[src/rtl/uart_angle_cmd_pkg.sv]
// Shared constants and types for the UART angle command parser. servo_control
// imports the same timing constants so both blocks agree on pulse widths.
package uart_angle_cmd_pkg;

    // ASCII characters recognised by the parser
    localparam logic [7:0] CHAR_CR = 8'h0D;
    localparam logic [7:0] CHAR_LF = 8'h0A;
    localparam logic [7:0] CHAR_0  = 8'h30;
    localparam logic [7:0] CHAR_9  = 8'h39;

    // Servo timing in 27 MHz clock counts
    localparam int unsigned CLK_PERIOD_NS = 37;
    localparam int unsigned PULSE_MIN     = 8108;   // 300 us
    localparam int unsigned PULSE_STEP    = 330;    // per degree
    localparam int unsigned PULSE_MAX     = 67567;  // 2500 us

    // Decimal accumulator width (holds up to 999)
    localparam int unsigned ACC_W = 10;

    typedef enum logic [1:0] {
        StIdle,
        StAccum,
        StCalc,
        StDiscard
    } state_e;

    typedef enum logic [1:0] {
        ByteNone,
        ByteDigit,
        ByteTerm,
        ByteOther
    } byte_class_e;

    // Classify the byte on the receive interface; ByteNone when no strobe.
    function automatic byte_class_e classify_byte(input logic valid, input logic [7:0] b);
        if (!valid) begin
            return ByteNone;
        end else if (b >= CHAR_0 && b <= CHAR_9) begin
            return ByteDigit;
        end else if (b == CHAR_CR || b == CHAR_LF) begin
            return ByteTerm;
        end else begin
            return ByteOther;
        end
    endfunction

endpackage

[src/rtl/uart_angle_cmd_angle_to_width.sv]
// Combinational angle-to-pulse-width conversion with upper saturation.
// The parent registers the result in its CALC state.
module angle_to_width
    import uart_angle_cmd_pkg::*;
#(
    parameter int unsigned PULSE_MIN  = uart_angle_cmd_pkg::PULSE_MIN,
    parameter int unsigned PULSE_STEP = uart_angle_cmd_pkg::PULSE_STEP,
    parameter int unsigned PULSE_MAX  = uart_angle_cmd_pkg::PULSE_MAX
) (
    input  logic [ACC_W-1:0] angle,
    output logic [31:0]      width
);

    logic [31:0] raw_width;

    // width = MIN + angle*STEP, clamped to MAX
    always_comb begin
        raw_width = 32'(angle) * PULSE_STEP + PULSE_MIN;
        width     = (raw_width > PULSE_MAX) ? PULSE_MAX : raw_width;
    end

endmodule

[src/rtl/uart_angle_cmd.sv]
// Parses ASCII decimal angle commands terminated by CR or LF and converts a
// legal angle into a servo pulse width held on pwm_width.
module uart_angle_cmd
#(
    parameter int unsigned MAX_DIGITS  = 3,
    parameter int unsigned MAX_ANGLE   = 180,
    parameter int unsigned PULSE_MIN   = uart_angle_cmd_pkg::PULSE_MIN,
    parameter int unsigned PULSE_STEP  = uart_angle_cmd_pkg::PULSE_STEP,
    parameter int unsigned PULSE_MAX   = uart_angle_cmd_pkg::PULSE_MAX,
    parameter int unsigned RESET_ANGLE = 90
) (
    input  logic        clk,
    input  logic        rst,
    input  logic [7:0]  rx_data,
    input  logic        rx_valid,
    output logic [31:0] pwm_width,
    output logic        cmd_done,
    output logic        cmd_err
);

    import uart_angle_cmd_pkg::*;

    localparam int unsigned        CNT_W       = $clog2(MAX_DIGITS + 1);
    localparam logic [CNT_W-1:0]   MAX_CNT     = CNT_W'(MAX_DIGITS);
    localparam logic [ACC_W-1:0]   ANGLE_LIMIT = ACC_W'(MAX_ANGLE);
    localparam int unsigned        RESET_RAW   = PULSE_MIN + RESET_ANGLE * PULSE_STEP;
    localparam logic [31:0]        RESET_WIDTH = (RESET_RAW > PULSE_MAX) ? PULSE_MAX : RESET_RAW;

    state_e             state_q, state_d;
    logic [ACC_W-1:0]   acc_q, acc_d;
    logic [CNT_W-1:0]   cnt_q, cnt_d;
    logic [31:0]        width_q, width_d;
    logic               done_q, done_d;
    logic               err_q, err_d;

    byte_class_e        byte_class;
    logic [3:0]         digit;
    logic [31:0]        calc_width;

    assign byte_class = classify_byte(rx_valid, rx_data);
    // Low nibble of '0'..'9' is the digit value
    assign digit      = rx_data[3:0];

    angle_to_width #(
        .PULSE_MIN  (PULSE_MIN),
        .PULSE_STEP (PULSE_STEP),
        .PULSE_MAX  (PULSE_MAX)
    ) u_angle_to_width (
        .angle (acc_q),
        .width (calc_width)
    );

    // Next-state, accumulator and output pulse decode
    always_comb begin
        state_d = state_q;
        acc_d   = acc_q;
        cnt_d   = cnt_q;
        width_d = width_q;
        done_d  = 1'b0;
        err_d   = 1'b0;

        unique case (state_q)
            // CALC commits the width and then behaves like IDLE for the byte
            // arriving in the same cycle, so back-to-back commands lose nothing.
            StIdle, StCalc: begin
                if (state_q == StCalc) begin
                    width_d = calc_width;
                    done_d  = 1'b1;
                    state_d = StIdle;
                end
                case (byte_class)
                    ByteDigit: begin
                        acc_d   = ACC_W'(digit);
                        cnt_d   = CNT_W'(1);
                        state_d = StAccum;
                    end
                    ByteOther: state_d = StDiscard;
                    default: ;
                endcase
            end
            StAccum: begin
                case (byte_class)
                    ByteDigit: begin
                        if (cnt_q < MAX_CNT) begin
                            acc_d = acc_q * ACC_W'(10) + ACC_W'(digit);
                            cnt_d = cnt_q + CNT_W'(1);
                        end else begin
                            state_d = StDiscard;
                        end
                    end
                    ByteTerm: begin
                        if (acc_q <= ANGLE_LIMIT) begin
                            state_d = StCalc;
                        end else begin
                            err_d   = 1'b1;
                            state_d = StIdle;
                        end
                    end
                    ByteOther: state_d = StDiscard;
                    default: ;
                endcase
            end
            StDiscard: begin
                if (byte_class == ByteTerm) begin
                    err_d   = 1'b1;
                    state_d = StIdle;
                end
            end
            default: state_d = StIdle;
        endcase
    end

    // State and output registers; reset wins over any byte in the same cycle
    always_ff @(posedge clk) begin
        if (rst) begin
            state_q <= StIdle;
            acc_q   <= '0;
            cnt_q   <= '0;
            width_q <= RESET_WIDTH;
            done_q  <= 1'b0;
            err_q   <= 1'b0;
        end else begin
            state_q <= state_d;
            acc_q   <= acc_d;
            cnt_q   <= cnt_d;
            width_q <= width_d;
            done_q  <= done_d;
            err_q   <= err_d;
        end
    end

    assign pwm_width = width_q;
    assign cmd_done  = done_q;
    assign cmd_err   = err_q;

endmodule

[config.mk]
export PLATFORM = sky130hd
export DESIGN_NAME = uart_angle_cmd
export DESIGN_NICKNAME = d
export VERILOG_FILES = /design/src/rtl/uart_angle_cmd_pkg.sv /design/src/rtl/uart_angle_cmd_angle_to_width.sv /design/src/rtl/uart_angle_cmd.sv
export SDC_FILE = /design/constraint.sdc
export NUM_CORES = 1
export LEC_CHECK = 0
export CORE_MARGIN = 2
export CORE_UTILIZATION = 50
export CTS_BUF_LIST = sky130_fd_sc_hd__clkbuf_8
export DETAILED_ROUTE_END_ITERATION = 10
export PLACE_DENSITY = 0.73
export SLEW_MARGIN = 25
export SYNTH_ARGS = -nofsm -noshare
export SYNTH_HDL_FRONTEND = slang
export SYNTH_SLANG_ARGS = --single-unit
export TNS_END_PERCENT = 10
[constraint.sdc]
create_clock -name clk -period 11.7 [get_ports clk]
set_input_delay 2.34 -clock clk [delete_from_list [all_inputs] [get_ports clk]]
set_output_delay 2.34 -clock clk [all_outputs]
set_load 0.02 [all_outputs]
==> results.cfg <==
[timing]
tns_ps = 0
hold_viol_final = 0
fmaxAchievable_ghz = 0.1917
fin_crit_ps = 5216
setup_viol_count_final = 0
rsz0062_at_grt = no
final.setup_skew_ps = 12.17
worst_pin_slew_ps = 1096
slew_headroom_pct = 26.75
drv_slew = 0
timing.final.crit_share_pct = 44.58
setup_ws_ps = 6484

[drt]
wirelength_mm = 8.942
viasPerCell = 6.039
drtAntennaViolNets = 0
drt_pass1_iterations = 5
vias = 3376
wl_per_cell_um = 16.00
drc = 0
drt_iter0_drc = 292

[placed_design]
place.gp.congestion = 0.8767
placed_cell_area_sq_um = 4124
dp_hpwl_mm = 7.061
portBuffers = 32
place_ws_ps = 6515

[grt]
overflow = 0
antenna_found_initial = 0
grt_max_degree = 23
grt_first_pass_wirelength_mm = 15.08
track_usage_pct = 21.88
grt_pass1_vias = 3205

[outcome]
status = finished, final reports clean

[clock_network]
hold_buffers = 0
clk_latency_ps = 290
post_cts_resized = 0
clock-sinks = 36
cts_buffers = 5
cts_setup_buffers = 0
h-tree-depth = 2
cts_tree = yes
path_clk_slew_ps = 80
root_buffer = clkbuf_8
clk_path_buf_depth = 2

[final_layout]
fillers = 653
area_growth_pct = 10.22
drive_gt1_share_pct = 5.652
layout_commonest_cell = ha_1
fin_area_sq_um = 4212
antenna_cells = 0
layout_common_cells = ha_1, nor2_1, dfxtp_1, clkdlybuf4s50_1, a21oi_1
nets = 537

[floorplan]
initial_core_util_pct = 52.12
io_pins = 45
die_w_um = 91.42
coreArea_sq_um = 7331
fp.dieH_um = 91.42
placementRows = 31
dieArea_sq_um = 8358

[setup_path]
cp.arrival_ps = 5350
endpoint_kind = flop
required_ps = 11840
crit_path_start_kind = flop
reg2reg_depth = 13
worstSetupPathType = flop to flop
cp_max_fo = 13

[yosys]
avgSynthCellArea_sq_um = 8.665
synth-edff-count = 0
ys.flop_type = dfxtp_1
syn-instance-count = 441
ys.warnings.count = 0
yosysSeqAreaShare_pct = 18.86
synth_cell_types = 68
ys_seq_elements = 36
synth-async-reset-ratio_pct = 0
synthesis.area_sq_um = 3821

[pwr]
p_switching_mw = 0.07769
seqPwrFrac_pct = 48.8
leakagePower_nw = 2.025
p_int_mw = 0.1869
swShare_pct = 29.36
pwr-share-clk_pct = 33.3
combPwrFrac_pct = 17.9
ir_worst_vdd_uv = 54.57
power_density_nw_per_um2 = 62.82

[run]
max_cap_viol_count = 0

[hold_path]
min_path_type = flop to flop
holdPathStages = 1
-- power groups by stage --
| stage | sequential [mW] | combinational, mW | clock, mW |
|---|---|---|---|
| after floorplan | 0.136 | 0.0305 | 0 |
| after global routing | 0.130 | 0.0517 | 0.0941 |
| after CTS | 0.129 | 0.0472 | 0.0900 |
| after global placement | 0.132 | 0.0459 | 0 |
| final | 0.129 | 0.0475 | 0.0880 |
| after detailed placement | 0.132 | 0.0470 | 0 |
-- worst max-delay path: stages, from the launching register on --
cell and delay (ps):
dfxtp_1 490, ha_1 320, fa_1 540, fa_1 430
ha_1 300, ha_1 400, and2_4 210, a311o_1 350
or3_4 410, a211o_1 340, o41ai_1 350, a32oi_1 180
o22ai_2 560, a41oi_2 190
-- cell families (layout without fill, tap and decap cells) --
group / Yosys count / count (layout) / share of synthesized area [%]
AOI/OAI and AO/OA: 130 / 130 / 25.57
muxes: 5 / 5 / 1.343
adders and majority gates: 67 / 67 / 24.30
xor gates and xnor gates: 24 / 24 / 5.501
DFF: 36 / 36 / 18.86
and+or+nand+nor: 130 / 130 / 17.98
other: 1 / 12 / 0.09814
buffers and inverters: 48 / 56 / 6.353
-- layout make-up --
class / count / area, sq um / share of cell area, %
clock buffers: 5 / 68.82 / 1.634
multi-input cells: 368 / 2899 / 68.84
inverters: 16 / 60.06 / 1.426
well taps: 99 / 123.9 / 2.941
clock inverters: 3 / 18.77 / 0.4456
flip-flops and latches: 36 / 720.7 / 17.11
repair buffers: 32 / 320.3 / 7.605
-- through the flow --
stage / power [mW] / util [%] / hold slack (ps) / cells
2_1_floorplan: 0.1663 / - / 461.3 / 452
3_3_place_gp: 0.1778 / 56.26 / 469.0 / 551
3_5_place_dp: 0.1789 / 56.26 / 472.8 / 551
4_1_cts: 0.2663 / 57.45 / 486.3 / 559
5_1_grt: 0.2755 / 57.45 / 513.1 / 559
6_report: 0.2646 / 57.45 / 486.5 / 559
-- state kept, by name (all words and copies together), names as in the netlist --
register / cells
cnt_q: 2
cmd_err: 1
pwm_width: 20
cmd_done: 1
state_q: 2
acc_q: 10
-- synth_stat cells, types with 8 or more instances --
cell	count	share of area, %
ha_1	55	18
nor2_1	37	3.6
dfxtp_1	36	19
a21oi_1	31	4.1
nand2_1	21	2.1
o21ai_0	17	2.2
clkbuf_1	16	1.6
inv_1	16	1.6
xnor2_1	15	3.4
nor3_1	13	1.7
buf_4	12	2.4
fa_1	12	6.3
a21o_1	10	2.0
and3_1	10	1.6
a22oi_1	9	1.8
xor2_1	9	2.1
nand4_1	8	1.3
-- worst paths after layout --
kind,from,to,slack [ps]
worst max-delay path,acc_q[1],pwm_width[7],6480
worst min-delay path,pwm_width[18],pwm_width[18],490
worst max register to register,acc_q[1],pwm_width[7],6480
worst min register to register,pwm_width[18],pwm_width[18],490
-- layer usage --
layer / track usage (%) / part of all wire (%) / up-vias
li1: - / - / 1663
met1: 29.37 / 46 / 1614
met2: 36.76 / 49 / 87
met3: 3.485 / 3.8 / 12
met4: 5.051 / 1.4 / 0
met5: 0 / 0 / -
Note: power is estimated with default switching activity, not from simulation.
